### src/rtl/edit_mem_pkg.sv
// Shared definitions for the edit-memory free-buffer arbiter: FSM state codes,
// default pool response latency and requester-id width helper.
package edit_mem_pkg;

  localparam logic [2:0] ST_WAIT_DONE  = 3'd0;
  localparam logic [2:0] ST_RUN        = 3'd1;
  localparam logic [2:0] ST_DRAIN      = 3'd2;
  localparam logic [2:0] ST_INIT_PULSE = 3'd3;
  localparam logic [2:0] ST_WAIT_LOW   = 3'd4;

  localparam int FREEB_LAT_DEF = 3;

  function automatic int id_nbits(input int n);
    return (n > 1) ? $clog2(n) : 1;
  endfunction

endpackage

### src/rtl/edit_mem_rr_arb.sv
// N-wide round-robin arbiter: one-hot grant to the first requester at or after
// the pointer; the pointer moves just past the grantee when advance is high.
module edit_mem_rr_arb
  import edit_mem_pkg::*;
#(
  parameter int N = 4
) (
  input  logic         clk,
  input  logic         rst,
  input  logic [N-1:0] req,
  input  logic         advance,
  output logic [N-1:0] grant
);
  localparam int PW = id_nbits(N);

  logic [PW-1:0] ptr_reg;
  logic [N-1:0]  mask;
  logic [N-1:0]  masked;
  logic [N-1:0]  pick;
  logic [PW-1:0] nxt_acc [N+1];

  assign nxt_acc[0] = '0;

  genvar gi;
  generate
    for (gi = 0; gi < N; gi++) begin : g_bit
      assign mask[gi]      = (PW'(gi) >= ptr_reg);
      assign nxt_acc[gi+1] = nxt_acc[gi] | (grant[gi] ? PW'((gi + 1) % N) : '0);
    end
  endgenerate

  // Requests at/above the pointer win; otherwise wrap to the lowest index.
  assign masked = req & mask;
  assign pick   = (|masked) ? masked : req;
  assign grant  = pick & (~pick + N'(1));

  always_ff @(posedge clk or posedge rst) begin
    if (rst) begin
      ptr_reg <= '0;
    end else if (advance && (|grant)) begin
      ptr_reg <= nxt_acc[N];
    end
  end

endmodule

### src/rtl/edit_mem_freeb_arb.sv
// Shares the edit-memory free-buffer pool among NREQ processing units: allocate and
// release arbitration, in-flight tag pipe, per-requester quota and pool re-init.
module edit_mem_freeb_arb
  import edit_mem_pkg::*;
#(
  parameter int NREQ       = 4,
  parameter int BPTR_NBITS = 10,
  parameter int FREEB_LAT  = FREEB_LAT_DEF,
  parameter int QUOTA      = 16,
  parameter int QNBITS     = 6
) (
  input  logic                       clk,
  input  logic                       rst,
  input  logic [NREQ-1:0]            req,
  output logic [NREQ-1:0]            ack,
  output logic                       ack_ok,
  output logic [BPTR_NBITS-1:0]      ack_ptr,
  input  logic [NREQ-1:0]            rel_valid,
  input  logic [NREQ*BPTR_NBITS-1:0] rel_ptr,
  output logic [NREQ-1:0]            rel_ready,
  input  logic                       sw_init,
  output logic                       init_busy,
  output logic [NREQ-1:0]            quota_err,
  output logic                       freeb_req,
  input  logic                       freeb_resp_valid,
  input  logic                       freeb_resp_avail,
  input  logic [BPTR_NBITS-1:0]      freeb_resp_ptr,
  output logic                       freeb_rel_valid,
  output logic [BPTR_NBITS-1:0]      freeb_rel_ptr,
  output logic                       freeb_init,
  input  logic                       freeb_init_done
);
  localparam int IDW = id_nbits(NREQ);
  localparam int SW  = IDW + 1;
  localparam int PIW = FREEB_LAT * SW;

  logic [2:0]            state_reg, state_next;
  logic                  run, rel_en;
  logic [NREQ-1:0]       elig, alloc_grant, rel_grant;
  logic                  freeb_req_reg;
  logic [IDW-1:0]        req_id_reg;
  logic [PIW-1:0]        pipe_reg;
  logic [FREEB_LAT-1:0]  pipe_v;
  logic                  head_v, resp_hit;
  logic [IDW-1:0]        head_id;
  logic [IDW-1:0]        id_acc [NREQ+1];
  logic [BPTR_NBITS-1:0] ptr_acc [NREQ+1];
  logic                  freeb_rel_valid_reg;
  logic [BPTR_NBITS-1:0] freeb_rel_ptr_reg;

  assign run    = (state_reg == ST_RUN);
  assign rel_en = (state_reg == ST_RUN) || (state_reg == ST_DRAIN);

  // Pipe stage 0 sits in the LSBs; each stage is {valid, id}.
  assign head_v   = pipe_reg[PIW-1];
  assign head_id  = pipe_reg[PIW-2 -: IDW];
  assign resp_hit = freeb_resp_valid & head_v;

  assign id_acc[0]  = '0;
  assign ptr_acc[0] = '0;

  genvar gi;
  generate
    for (gi = 0; gi < FREEB_LAT; gi++) begin : g_pipe_v
      assign pipe_v[gi] = pipe_reg[gi*SW + IDW];
    end

    for (gi = 0; gi < NREQ; gi++) begin : g_req
      logic              pending_reg;
      logic              err_reg;
      logic [QNBITS-1:0] held_reg;
      logic              inc, dec;

      assign elig[gi]      = run & req[gi] & ~pending_reg & (held_reg < QNBITS'(QUOTA));
      assign ack[gi]       = resp_hit & (head_id == IDW'(gi));
      assign inc           = ack[gi] & freeb_resp_avail;
      assign dec           = rel_grant[gi];
      assign quota_err[gi] = err_reg;
      assign id_acc[gi+1]  = id_acc[gi] | (alloc_grant[gi] ? IDW'(gi) : '0);
      assign ptr_acc[gi+1] = ptr_acc[gi] |
                             (rel_grant[gi] ? rel_ptr[gi*BPTR_NBITS +: BPTR_NBITS] : '0);

      always_ff @(posedge clk or posedge rst) begin
        if (rst) begin
          pending_reg <= 1'b0;
          err_reg     <= 1'b0;
          held_reg    <= '0;
        end else begin
          if (alloc_grant[gi]) begin
            pending_reg <= 1'b1;
          end else if (ack[gi]) begin
            pending_reg <= 1'b0;
          end
          if (state_reg == ST_INIT_PULSE) begin
            held_reg <= '0;
          end else if (inc && !dec) begin
            held_reg <= held_reg + 1'b1;
          end else if (dec && !inc) begin
            // Releasing with nothing held is a client bug: flag it, never wrap.
            if (held_reg == '0) begin
              err_reg <= 1'b1;
            end else begin
              held_reg <= held_reg - 1'b1;
            end
          end
        end
      end
    end
  endgenerate

  edit_mem_rr_arb #(.N(NREQ)) u_alloc_arb (
    .clk     (clk),
    .rst     (rst),
    .req     (elig),
    .advance (1'b1),
    .grant   (alloc_grant)
  );

  edit_mem_rr_arb #(.N(NREQ)) u_rel_arb (
    .clk     (clk),
    .rst     (rst),
    .req     (rel_valid & {NREQ{rel_en}}),
    .advance (1'b1),
    .grant   (rel_grant)
  );

  always_comb begin
    state_next = state_reg;
    case (state_reg)
      ST_WAIT_DONE:  if (freeb_init_done) state_next = ST_RUN;
      ST_RUN:        if (sw_init) state_next = ST_DRAIN;
      ST_DRAIN:      if (!freeb_req_reg && (pipe_v == '0)) state_next = ST_INIT_PULSE;
      ST_INIT_PULSE: state_next = ST_WAIT_LOW;
      ST_WAIT_LOW:   if (!freeb_init_done) state_next = ST_WAIT_DONE;
      default:       state_next = ST_WAIT_DONE;
    endcase
  end

  always_ff @(posedge clk or posedge rst) begin
    if (rst) begin
      state_reg           <= ST_WAIT_DONE;
      freeb_req_reg       <= 1'b0;
      req_id_reg          <= '0;
      pipe_reg            <= '0;
      freeb_rel_valid_reg <= 1'b0;
      freeb_rel_ptr_reg   <= '0;
    end else begin
      state_reg           <= state_next;
      freeb_req_reg       <= |alloc_grant;
      req_id_reg          <= id_acc[NREQ];
      pipe_reg            <= PIW'({pipe_reg, freeb_req_reg, req_id_reg});
      freeb_rel_valid_reg <= |rel_grant;
      freeb_rel_ptr_reg   <= ptr_acc[NREQ];
    end
  end

  assign rel_ready       = rel_grant;
  assign ack_ok          = resp_hit & freeb_resp_avail;
  assign ack_ptr         = resp_hit ? freeb_resp_ptr : '0;
  assign init_busy       = ~run;
  assign freeb_req       = freeb_req_reg;
  assign freeb_rel_valid = freeb_rel_valid_reg;
  assign freeb_rel_ptr   = freeb_rel_ptr_reg;
  assign freeb_init      = (state_reg == ST_INIT_PULSE);

  resp_has_tag: assert property (@(posedge clk) disable iff (rst) freeb_resp_valid |-> head_v);

endmodule

### config.mk
export PLATFORM = sky130hd
export DESIGN_NAME = edit_mem_freeb_arb
export DESIGN_NICKNAME = d
export VERILOG_FILES = /design/src/rtl/edit_mem_pkg.sv /design/src/rtl/edit_mem_rr_arb.sv /design/src/rtl/edit_mem_freeb_arb.sv
export SDC_FILE = /design/constraint.sdc
export NUM_CORES = 1
export LEC_CHECK = 0
export CAP_MARGIN = 20
export CORE_ASPECT_RATIO = 1.5
export CORE_MARGIN = 1
export CORE_UTILIZATION = 35
export CTS_CLUSTER_DIAMETER = 150
export DETAILED_ROUTE_END_ITERATION = 8
export HOLD_SLACK_MARGIN = 0.08
export RECOVER_POWER = 25
export SYNTH_ARGS = -nofsm -noshare
export SYNTH_HDL_FRONTEND = slang
export SYNTH_SLANG_ARGS = --single-unit
### constraint.sdc
create_clock -name clk -period 9.05 [get_ports clk]
set_input_delay 1.81 -clock clk [delete_from_list [all_inputs] [get_ports clk]]
set_output_delay 1.81 -clock clk [all_outputs]
set_load 0.05 [all_outputs]
# After elaboration in Yosys (flattened, before gate mapping)
# Index checks and enable logic that the tools add are counted.
# totals
elab_cells	197
reg_bits	62
output_inout_bits	37
inputBits	64
# op_classes
n_eq_ne	15
n_bitwise	48
n_lt_le_gt_ge	12
reduce_logical	47
mux	45
addsub	10
# op_table
operator	count
$mux W6	16
$mux W10	5
$or A10 B10 Y10	3
$add A6 B1 Y6 const B	4
$logic_not A6 Y1	4
$lt A6 B5 Y1 const B	4
$sub A6 B1 Y6 const B	4
$and A1 B1 Y1	22
$and A4 B4 Y4	5
$reduce_and A4 Y1	5
$reduce_or A4 Y1	4
$pmux W3 S5	1
$mux W2	6
$mux W3	4
$ne A3 B3 Y1 const B	4
$reduce_bool A3 Y1	4
$mux W1	11
$not A1 Y1	10
$or A2 B2 Y2	5
$logic_and A1 B1 Y1	9
$logic_not A1 Y1	9
$add A4 B1 Y4 const B	2
$ge A1 B2 Y1 const A	4
$ge A2 B2 Y1 const A	4
other kinds (15)	28

# Logic depth before layout (Yosys ltp)
# Gate-level depths: netlist of the first run.
# logic_depth
depth_word	13
ltp_mapped	13
ltp_nobuf	12

# Hierarchy
# From an unflattened synthesis of the first run, not the netlist that was laid out.
# unflattened
hier_cells	403
hier_area_um2	3891.2
# by_module_without_submodules
module	cells_each	n_inst	area_per_inst_um2	seq_area_each_um2
edit_mem_freeb_arb	339	1	3408.3	1451.4
edit_mem_rr_arb at u_rel_arb	31	1	244.0	50.0
edit_mem_rr_arb at u_alloc_arb	33	1	239.0	50.0

# Worst setup path after synthesis of the first run
# No wires, ideal clock.
# synth_timing
path_kind	input port to output port
from	input port rel_valid[2]
to	output port rel_ready[3]
required_time_ps	7240
path_stages	4
t_arrival_ps	3182
setup_slack_ps	4058
path_buffers	1
cell_sequence	nand2b_1 a21oi_1 a2111oi_4 clkbuf_1
# synth_between
elab_chain_cells	7
# synth_lines
element	line_no	source
from (decl)	edit_mem_freeb_arb.sv:18	input logic [NREQ-1:0] rel_valid,
$and A4 B4 Y4 (*)	edit_mem_freeb_arb.sv:122	.req (rel_valid & {NREQ{rel_en}}),
$and A4 B4 Y4	edit_mem_rr_arb.sv:33	assign masked = req & mask;
$reduce_or A4 Y1	edit_mem_rr_arb.sv:34	assign pick = (|masked) ? masked : req;
$mux W4 (*)	edit_mem_rr_arb.sv:34	
$not A4 Y4	edit_mem_rr_arb.sv:35	assign grant = pick & (~pick + N'(1));
$add A4 B1 Y4	edit_mem_rr_arb.sv:35	
$and A4 B4 Y4 (*)	edit_mem_rr_arb.sv:35	
to (decl)	edit_mem_freeb_arb.sv:20	output logic [NREQ-1:0] rel_ready,
# Mark *: on every way between the ends. The rest lies on a longest branch, timed or not.

# Worst setup path in the final report of the first run
# layout_timing
from	input port rel_valid[3]
to	output port rel_ready[1]
# layout_between
elab_chain_cells	7
# layout_lines
element	line_no
$and A4 B4 Y4 (*)	edit_mem_freeb_arb.sv:122
$and A4 B4 Y4 (*)	edit_mem_rr_arb.sv:33
$reduce_or A4 Y1 (*)	edit_mem_rr_arb.sv:34
$mux W4 (*)	edit_mem_rr_arb.sv:34
$not A4 Y4	edit_mem_rr_arb.sv:35
$add A4 B1 Y4	edit_mem_rr_arb.sv:35
$and A4 B4 Y4 (*)	edit_mem_rr_arb.sv:35
# Marked as above.

==> reports/qor.yml, run 1 <==
run_status:
  outcome: "finished with violations"
  violations: "capacitance limit, slew limit"
critical_path:
  critPathMaxStageDelay_ns: 0.81
  cp_slowest_cell: "clkdlybuf4s50_1"
  crit_buf_inv: 4
  rr_startpoint: "state_reg[0]"
  crit_chain: "clkdlybuf4s50_1 > inv_1 > a311oi_1 > o211ai_2 > inv_2 > clkdlybuf4s50_1"
  r2r_end: "g_req[3].held_reg[5]"
  startpoint_type: "primary input"
  critPathMostFrequentCell: "clkdlybuf4s50_1"
  required_ns: 7.24
  critPathLaunch: "rel_valid[3]"
  endpoint: "rel_ready[1]"
  critPathTopFamily: "buffers and inverters"
  worstPathArrival_ns: 4.28
  critPathMaxFanout: 6
  worstSetupEndpointType: "output pin"
  regToRegSetupSlack_ns: 5.59
  path_class: "primary input to output pin"
  path_depth: 6
  r2r.worst_path.cells: 12
global_route:
  grt.total_usage_pct: 20.2
  grt_pass1_vias: 3592
  grt_first_pass_wirelength_um: 17300
  antenna_found_initial: 0
  grt_max_degree: 63
  grt_overflow: 0
synth:
  synthFlopType: "dfrtp_1"
  synth_edf_count: 0
  synth-seq-cells: 62
  synthTopCellsByCount: "dfrtp_1, nor2_1, o21ai_0, a21oi_1"
  synthesis.area_um2: 3810
  yosysTopAreaCellShare_pct: 40.7
  yosysWarnings: 0
  ys_types: 55
  yosys-top-cells-area: "dfrtp_1, ha_1, nor2_1"
  syn_area_per_cell_um2: 8.99
  postSynthCellCount: 424
  syn-num-nets: 508
  async_flop_share_pct: 100
  yosysMostFrequentCell: "dfrtp_1"
  seq_area_frac_synth_pct: 40.7
  yosysTopAreaCell: "dfrtp_1"
min_path:
  hp-class: "flip-flop to flip-flop"
  min_from: "pipe_reg[3]"
clocking:
  post_cts_buffers: 0
  clkLatencyLatePin_ns: 0.33
  htree_levels: 3
  root_buffer: "clkbuf_16"
  postCtsHoldBufs: 0
  cts.path.max_buffers: 2
  cts.sinks: 62
  cts_tree: "built"
  cts_resized: 0
  numCtsBuffers: 9
  path_clk_slew_ns: 0.05
floorplan:
  die_area_um2: 11300
  die_h_um: 130
  coreArea_um2: 10600
  die_w_um: 87.2
  num_io_pins: 101
  start_util_pct: 36.0
  fp-row-count: 46
sta:
  setup_viol: 0
  slew_viol_final: 63
  period_minus_slack_ns: 6.09
  max_freq_mhz: 164
  rsz0062_at_grt: "false"
  worstMarginPinSlew_ns: 3.52
  finalCritPeriodShare_pct: 67.3
  relSlewSlack_pct: -135
  final.setup_skew_ns: 0.00537
  tns_ns: 0
  hold_violations: 0
drt:
  detail_route.wl_per_cell_um: 15.9
  wl_um: 10600
  dr.pass1.iters: 4
  post_drt_via_cell_ratio: 5.28
  ant_nets: 0
  drt_iter0_drc: 229
  drc: 0
  via_count: 3508
layout:
  area_growth_pct: 35.6
  fin_nets: 601
  largest_reg_flops: 24
  drive_gt1_share_pct: 5.00
  diodes: 0
job:
  maxCapViolCount: 1
pwr:
  cellPowerDensity_nw_per_um2: 329
  leakage_uw: 0.00222
  total_power_uw: 1700
  peakVddDrop_mv: 0.135
place:
  io_buffers: 100
  place_congestion: 0.904
  hpwl_um: 7870
## metrics by stage
| stage | cells | hold WS (ns) | util, % | setup slack [ns] | cell area, um2 |
|---|---|---|---|---|---|
| after global routing | 664 | 0.362 | 48.8 | 2.82 | 5160 |
| after CTS | 664 | 0.348 | 48.8 | 2.98 | 5170 |
| after detailed placement | 650 | 0.336 | 46.4 | 2.98 | 4910 |
| final | 664 | 0.347 | 48.8 | 2.96 | 5160 |
| after global placement | 650 | 0.334 | 46.4 | 3.01 | 4910 |
| after floorplan | 424 | 0.331 | - | 4.06 | 3810 |
## worst min-delay path by stage
stage                     slack (ns)           to  cells past startpoint
after floorplan                 0.33  pipe_reg[0]                      0
after global placement          0.33  pipe_reg[7]                      0
after detailed placement        0.34  pipe_reg[6]                      0
after CTS                       0.35  pipe_reg[6]                      0
after global routing            0.36  pipe_reg[1]                      0
final                           0.35  pipe_reg[6]                      0
## cell families after synthesis
logic type,count (synthesis),share of synthesized area (%)
compound gates,124,21.8
xor+xnor,15,3.45
fa+ha+maj,20,7.36
buf+inv,47,5.32
flops,62,40.7
mux,4,1.25
simple gates,152,20.1
## area by class of cell
class | instances | area, um2
Timing Repair Buffer | 104 | 1030
Fill cell | 1037 | 5430
Multi-Input combinational cell | 315 | 2060
Clock buffer | 12 | 246
Tap cell | 144 | 180
Clock inverter | 2 | 10.0
Sequential cell | 62 | 1550
Inverter | 25 | 93.8
## per-layer routing
layer / vias to the layer above / global-route usage, % / routed length, um
met2: 106 / 37.3 / 5680
met3: 12 / 5.19 / 517
met4: 0 / 7.04 / 144
li1: 1703 / - / -
met5: - / 0 / 0
met1: 1687 / 22.2 / 4230
## cells in the final DEF (no fill, tap or decap), drive strengths merged, types with 6 or more instances in the layout
master	instances
a211oi	6
nand2	24
nand3	23
and3	12
o31ai	10
xnor2	7
nor2	46
nand2b	12
a21o	9
ha	16
dfrtp	62
o21ai	31
a22oi	11
inv	24
o21bai	7
clkdlybuf4s50	97
a21oi	29
xor2	8
nor3	10
clkbuf	13
## report_power, final
group / internal [uW] / total (uW) / switching, uW
clock: 189 / 307 / 118
combinational: 360 / 911 / 551
sequential: 384 / 481 / 96.1
total: 933 / 1700 / 765
Note: power is estimated with default switching activity, not from simulation.
==> run 2: changes to the inputs <==
==> constraint.sdc (replaced) <==
create_clock -name clk -period 6.1 [get_ports clk]
set_input_delay 1.22 -clock clk [delete_from_list [all_inputs] [get_ports clk]]
set_output_delay 1.22 -clock clk [all_outputs]
set_load 0.05 [all_outputs]
==> reports/qor.yml, run 2 (synthesis gave the netlist of run 1 again) <==
sta:
  period_minus_slack_ns: 4.93
  max_freq_mhz: 203
  rsz0062_at_grt: "false"
  finalCritPeriodShare_pct: 80.8
  slew_viol_final: 63  # unchanged
  relSlewSlack_pct: -126  # +8.9 points
  tns_ns: 0  # unchanged
  setup_viol: 0  # unchanged
  hold_violations: 0  # unchanged
  final.setup_skew_ns: 0.00454  # -0.000837 ns
  worstMarginPinSlew_ns: 3.39  # -0.133 ns
clocking:
  post_cts_buffers: 0  # unchanged
  path_clk_slew_ns: 0.05  # about the same
  numCtsBuffers: 9  # unchanged
  htree_levels: 3  # unchanged
  cts_tree: "built"
  root_buffer: "clkbuf_16"
  postCtsHoldBufs: 0  # unchanged
  cts.path.max_buffers: 2  # unchanged
  clkLatencyLatePin_ns: 0.33  # about the same
  cts.sinks: 62  # unchanged
  cts_resized: 0  # unchanged
floorplan:
  start_util_pct: 36.0  # unchanged
  fp-row-count: 46  # unchanged
  coreArea_um2: 10600  # unchanged
  num_io_pins: 101  # unchanged
  die_w_um: 87.2  # unchanged
  die_h_um: 130  # unchanged
  die_area_um2: 11300  # unchanged
critical_path:
  critPathMaxFanout: 6  # unchanged
  startpoint_type: "primary input"
  required_ns: 4.88  # -2.36 ns
  critPathTopFamily: "buffers and inverters"
  cp_slowest_cell: "clkdlybuf4s50_1"
  critPathMaxStageDelay_ns: 0.85  # +0.04 ns
  critPathMostFrequentCell: "clkdlybuf4s50_1"
  r2r.worst_path.cells: 12  # unchanged
  crit_buf_inv: 3  # -1
  worstSetupEndpointType: "output pin"
  rr_startpoint: "state_reg[1]"
  crit_chain: "clkdlybuf4s50_1 > inv_1 > a311oi_1 > o211a_1 > clkdlybuf4s50_1"
  r2r_end: "g_req[3].held_reg[5]"
  regToRegSetupSlack_ns: 2.72  # -2.87 ns
  worstPathArrival_ns: 3.71  # -0.57 ns
  path_class: "primary input to output pin"
job:
  maxCapViolCount: 1  # unchanged
layout:
  diodes: 0  # unchanged
  largest_reg_flops: 24  # unchanged
  mostFrequentLayoutCells: "clkdlybuf4s50_1, dfrtp_1, nor2_1"
  final_common_cell: "clkdlybuf4s50_1"
  drive_gt1_share_pct: 5.74  # +0.74 points
  area_growth_pct: 36.9
  fin_area_um2: 5220  # +1.0%
  fin_nets: 602  # +0.17%
  fin_util_pct: 49.3  # +0.50 points
min_path:
  holdPathEnd: "pipe_reg[4]"
  min_from: "pipe_reg[1]"
  hp-class: "flip-flop to flip-flop"
  hold_path_depth: 0  # unchanged
global_route:
  grt.total_usage_pct: 19.8  # -0.39 points
  grt_overflow: 0  # unchanged
  grt_first_pass_wirelength_um: 17000  # -2.1%
  grt_max_degree: 63  # unchanged
  grt_pass1_vias: 3644  # +1.4%
  antenna_found_initial: 0  # unchanged
place:
  io_buffers: 100  # unchanged
  hpwl_um: 7830  # -0.48%
  placed_area_um2: 4920  # +0.15%
  place_congestion: 0.869  # -3.9%
drt:
  detail_route.wl_per_cell_um: 15.4  # -3.2%
  via_count: 3548  # +1.1%
  dr.pass1.iters: 4  # unchanged
  drc: 0  # unchanged
  post_drt_via_cell_ratio: 5.32  # +0.69%
  wl_um: 10300  # -2.7%
  drt_iter0_drc: 142  # -38%
  ant_nets: 0  # unchanged
pwr:
  leakage_uw: 0.00225  # +1.3%
  cellPowerDensity_nw_per_um2: 493  # +50%
  peakVddDrop_mv: 0.189  # +40%
run_status:
  outcome: "finished with violations"
  violations: "capacitance limit, slew limit"
run 2: cell count changes in the layout (fill, tap and decap cells not counted):
cell and change:
clkinv_2 +1, bufinv_16 +1, clkbuf_8 +1, clkbuf_1 -1
buf_4 +1
run 2: power by group:
| part | leakage [uW] | internal, uW | switching (uW) |
|---|---|---|---|
| Combinational | 0.00130 | 535 | 809 |
| Sequential | 0.000796 | 570 | 140 |
| Clock | 0.000152 | 336 | 182 |
| Total | 0.00225 | 1440 | 1130 |
run 2: area by class of cell:
cell class / instances / area, um2
clock inverter: 4 / 45.0
timing repair buffer: 105 / 1030
multi-input combinational: 315 / 2060
sequential: 62 / 1550
fill: 1011 / 5370
tap: 144 / 180
inverter: 25 / 93.8
clock buffer: 12 / 256
run 2: worst reg2reg max path, stage by stage (launching register included):
cell	delay [ns]
dfrtp_1	0.46
xnor2_1	0.17
or2_1	0.43
a2111oi_4	0.40
buf_4	0.30
nand2b_1	0.25
ha_1	0.28
a211oi_1	0.31
o21bai_1	0.15
a21oi_1	0.19
or3_1	0.14
o211ai_1	0.09
a21oi_1	0.15
run 2: stage by stage:
stage	power, uW	hold WS [ns]	worst slack [ns]	instances
global placement	2040	0.336	1.24	651
floorplan	1710	0.331	2.17	424
finish	2570	0.352	1.17	667
global route	2780	0.362	0.711	667
CTS	2600	0.355	1.20	667
detailed placement	2070	0.337	1.22	651
run 2: worst max path at each step:
stage	start	to	slack, ns	cells after the start
2_1_floorplan	rel_valid[2]	g_req[2].held_reg[5]	2.17	11
5_1_grt	rst	u_rel_arb.ptr_reg[1]	0.71	3
3_5_place_dp	rel_valid[3]	rel_ready[2]	1.22	5
6_report	rel_valid[3]	rel_ready[2]	1.17	5
3_3_place_gp	rel_valid[3]	rel_ready[2]	1.24	5
4_1_cts	rel_valid[3]	rel_ready[2]	1.20	5
run 2: layer usage:
| layer | routed length [um] | global-route usage (%) | part of all wire [%] | vias to the layer above |
|---|---|---|---|---|
| li1 | - | - | - | 1709 |
| met1 | 3930 | 21.3 | 38 | 1715 |
| met2 | 5530 | 35.2 | 54 | 105 |
| met4 | 229 | 10.1 | 2.2 | 0 |
| met3 | 595 | 5.57 | 5.8 | 19 |
| met5 | 0 | 0 | 0 | - |
==> run 3: changes to the inputs <==
==> constraint.sdc (replaced) <==
create_clock -name clk -period 4.2 [get_ports clk]
set_input_delay 0.84 -clock clk [delete_from_list [all_inputs] [get_ports clk]]
set_output_delay 0.84 -clock clk [all_outputs]
set_load 0.05 [all_outputs]
==> reports/qor.yml, run 3 <==
run_status:
  lastStage: "global routing"
  tool.error: "[ERROR GRT-0228] Horizontal edge usage exceeds the maximum allowed. (4, 6) usage=65535 limit=3200"
  outcome: "aborted with a tool error"
synth:
  syn_area_per_cell_um2: 8.99  # unchanged
  syn-num-nets: 508  # unchanged
  yosysTopAreaCellShare_pct: 40.7  # unchanged
  yosysTopAreaCell: "dfrtp_1"
  async_flop_share_pct: 100  # unchanged
  ys_types: 55  # unchanged
  yosysMostFrequentCell: "dfrtp_1"
  synth_edf_count: 0  # unchanged
  synthFlopType: "dfrtp_1"
  synth-seq-cells: 62  # unchanged
  postSynthCellCount: 424  # unchanged
  yosys-top-cells-area: "dfrtp_1, ha_1, nor2_1"
  seq_area_frac_synth_pct: 40.7  # unchanged
  synthTopCellsByCount: "dfrtp_1, nor2_1, o21ai_0, a21oi_1"
  synthesis.area_um2: 3810  # unchanged
  yosysWarnings: 0  # unchanged
clocking:
  postCtsHoldBufs: 0  # unchanged
  cts.path.max_buffers: 2  # unchanged
  root_buffer: "clkbuf_16"
  cts.sinks: 62  # unchanged
  htree_levels: 3  # unchanged
  numCtsBuffers: 9  # unchanged
  post_cts_buffers: 0  # unchanged
  cts_resized: 0  # unchanged
floorplan:
  num_io_pins: 101  # unchanged
  die_w_um: 87.2  # unchanged
  fp-row-count: 46  # unchanged
  start_util_pct: 36.0  # unchanged
  die_h_um: 130  # unchanged
place:
  hpwl_um: 8130  # +3.8%
  io_buffers: 100  # unchanged
  place_congestion: 0.882  # +1.5%
  place_ws_ns: 0.203  # -1.01 ns
global_route:
  grt_max_degree: 40
run 3: cell counts after synthesis:
No cell type changed its count.
run 3: cells by family after synthesis:
group,synth area share (%)
AOI/OAI and AO/OA,21.8
xor gates and xnor gates,3.45
adders and majority gates,7.36
buffers and inverters,5.32
DFF,40.7
muxes,1.25
and+or+nand+nor,20.1
run 3: per-stage QoR:
stage                     cell area (um2)  cells  hold slack [ns]
after CTS                            5290    676            0.347
after detailed placement             5000    660            0.336
after global placement               5000    660            0.336
after floorplan                      3810    424            0.331
==> run 4: changes to the inputs <==
--- a/config.mk
+++ b/config.mk
@@ -6,12 +6,10 @@
 export NUM_CORES = 1
 export LEC_CHECK = 0
 export CAP_MARGIN = 20
-export CORE_ASPECT_RATIO = 1.5
 export CORE_MARGIN = 1
-export CORE_UTILIZATION = 35
-export CTS_CLUSTER_DIAMETER = 150
+export CORE_UTILIZATION = 20
 export DETAILED_ROUTE_END_ITERATION = 8
-export HOLD_SLACK_MARGIN = 0.08
+export PLACE_DENSITY_LB_ADDON = 0.15
 export RECOVER_POWER = 25
 export SYNTH_ARGS = -nofsm -noshare
 export SYNTH_HDL_FRONTEND = slang
==> constraint.sdc (replaced) <==
create_clock -name clk -period 5.5 [get_ports clk]
set_input_delay 1.1 -clock clk [delete_from_list [all_inputs] [get_ports clk]]
set_output_delay 1.1 -clock clk [all_outputs]
set_load 0.05 [all_outputs]
==> reports/qor.yml, run 4 (synthesis gave the netlist of run 1 again) <==
critical_path:
  worstPathArrival_ns: 3.60
  path_class: "primary input to output pin"
  cp_slowest_cell: "clkdlybuf4s50_1"
  critPathMaxFanout: 6
  critPathMostFrequentCell: "clkdlybuf4s50_1"
  critPathMaxStageDelay_ns: 0.81
  r2r.worst_path.cells: 12
  crit_chain: "clkdlybuf4s50_1 > inv_1 > a311oi_1 > o211ai_2 > inv_2 > clkdlybuf4s50_1"
  rr_startpoint: "state_reg[1]"
  r2r_end: "g_req[3].held_reg[5]"
  required_ns: 4.40
  regToRegSetupSlack_ns: 2.08
  startpoint_type: "primary input"
  worstSetupEndpointType: "output pin"
global_route:
  grt.total_usage_pct: 12.1
  grt_max_degree: 37
  antenna_found_initial: 0
  grt_pass1_vias: 3552
  grt_overflow: 0
  grt_first_pass_wirelength_um: 18500
floorplan:
  start_util_pct: 20.4  # -16 points
  coreArea_um2: 18700
  die_w_um: 140  # +61%
  num_io_pins: 101  # unchanged
  fp-row-count: 50  # +8.7%
  die_h_um: 140  # +7.9%
  die_area_um2: 19600
min_path:
  min_from: "pipe_reg[0]"
  hold_path_depth: 0
  holdPathEnd: "pipe_reg[3]"
  hp-class: "flip-flop to flip-flop"
sta:
  worstMarginPinSlew_ns: 2.15
  setup_viol: 0
  max_freq_mhz: 213
  hold_violations: 0
  tns_ns: 0
  setup_slack_ns: 0.795
  final.setup_skew_ns: 0.00796
  period_minus_slack_ns: 4.70
  holdWs_ns: 0.349
  finalCritPeriodShare_pct: 85.5
  slew_viol_final: 37
  relSlewSlack_pct: -43.0
  rsz0062_at_grt: "false"
pwr:
  cellPowerDensity_nw_per_um2: 533
  total_power_uw: 2820
  leakage_uw: 0.00223
  peakVddDrop_mv: 0.164
job:
  maxCapViolCount: 1
clocking:
  clkLatencyLatePin_ns: 0.34
  root_buffer: "clkbuf_16"
  path_clk_slew_ns: 0.05
  cts.path.max_buffers: 2  # unchanged
  cts_resized: 0  # unchanged
  post_cts_buffers: 0  # unchanged
  postCtsHoldBufs: 0  # unchanged
  htree_levels: 3  # unchanged
  cts_tree: "built"
  cts.sinks: 62  # unchanged
  numCtsBuffers: 9  # unchanged
place:
  io_buffers: 100  # unchanged
  hpwl_um: 8380  # +3.1%
  place_congestion: 0.818  # -7.3%
  place_ws_ns: 0.830  # +0.627 ns
drt:
  drc: 0
  drt_iter0_drc: 161
  via_count: 3472
  post_drt_via_cell_ratio: 4.59
  ant_nets: 0
  wl_um: 11100
  detail_route.wl_per_cell_um: 14.7
  dr.pass1.iters: 4
layout:
  largest_reg_flops: 24
  fin_nets: 602
  diodes: 0
  fin_util_pct: 28.3
  drive_gt1_share_pct: 5.54
  area_growth_pct: 39.0
  mostFrequentLayoutCells: "clkdlybuf4s50_1, dfrtp_1, nor2_1"
  final_common_cell: "clkdlybuf4s50_1"
run_status:
  outcome: "finished with violations"
  violations: "capacitance limit, slew limit"
## run 4: cell type report
class	count	area, um2
clock buffer	12	246
clock inverter	4	22.5
fill	1984	13400
inverter	25	93.8
multi-input combinational	315	2060
sequential	62	1550
tap	234	293
timing repair buffer	105	1030
## run 4: worst max path at each step
stage / to / cells after the start / from / slack (ns)
global route: rel_ready[1] / 6 / rel_valid[3] / 0.68
floorplan: g_req[2].held_reg[5] / 11 / rel_valid[2] / 1.69
detailed placement: rel_ready[1] / 6 / rel_valid[3] / 0.83
CTS: rel_ready[1] / 6 / rel_valid[3] / 0.82
finish: rel_ready[1] / 6 / rel_valid[3] / 0.80
global placement: rel_ready[1] / 6 / rel_valid[3] / 0.87
## run 4: routing by layer
layer / vias up / part of all wire [%] / GRT usage, %
met1: 1640 / 47 / 15.2
li1: 1713 / - / -
met4: 0 / 1.1 / 3.64
met2: 109 / 44 / 19.0
met5: - / 0 / 0
met3: 10 / 7.7 / 4.96
## run 4: power by group
part	total (uW)	switching (uW)	internal [uW]
Sequential	794	162	632
Clock	525	210	315
Combinational	1500	911	592
Total	2820	1280	1540
## run 4: through the flow
stage / cell area (um2) / cells
finish: 5300 / 757
global route: 5300 / 757
CTS: 5300 / 757
detailed placement: 5030 / 741
global placement: 5030 / 741
floorplan: 3810 / 424
## run 4: worst max-delay path, delay by kind of cell
family                 cells  cell delay (ns)
AO/OA/AOI/OAI              2             0.80
buffers and inverters      4             1.70
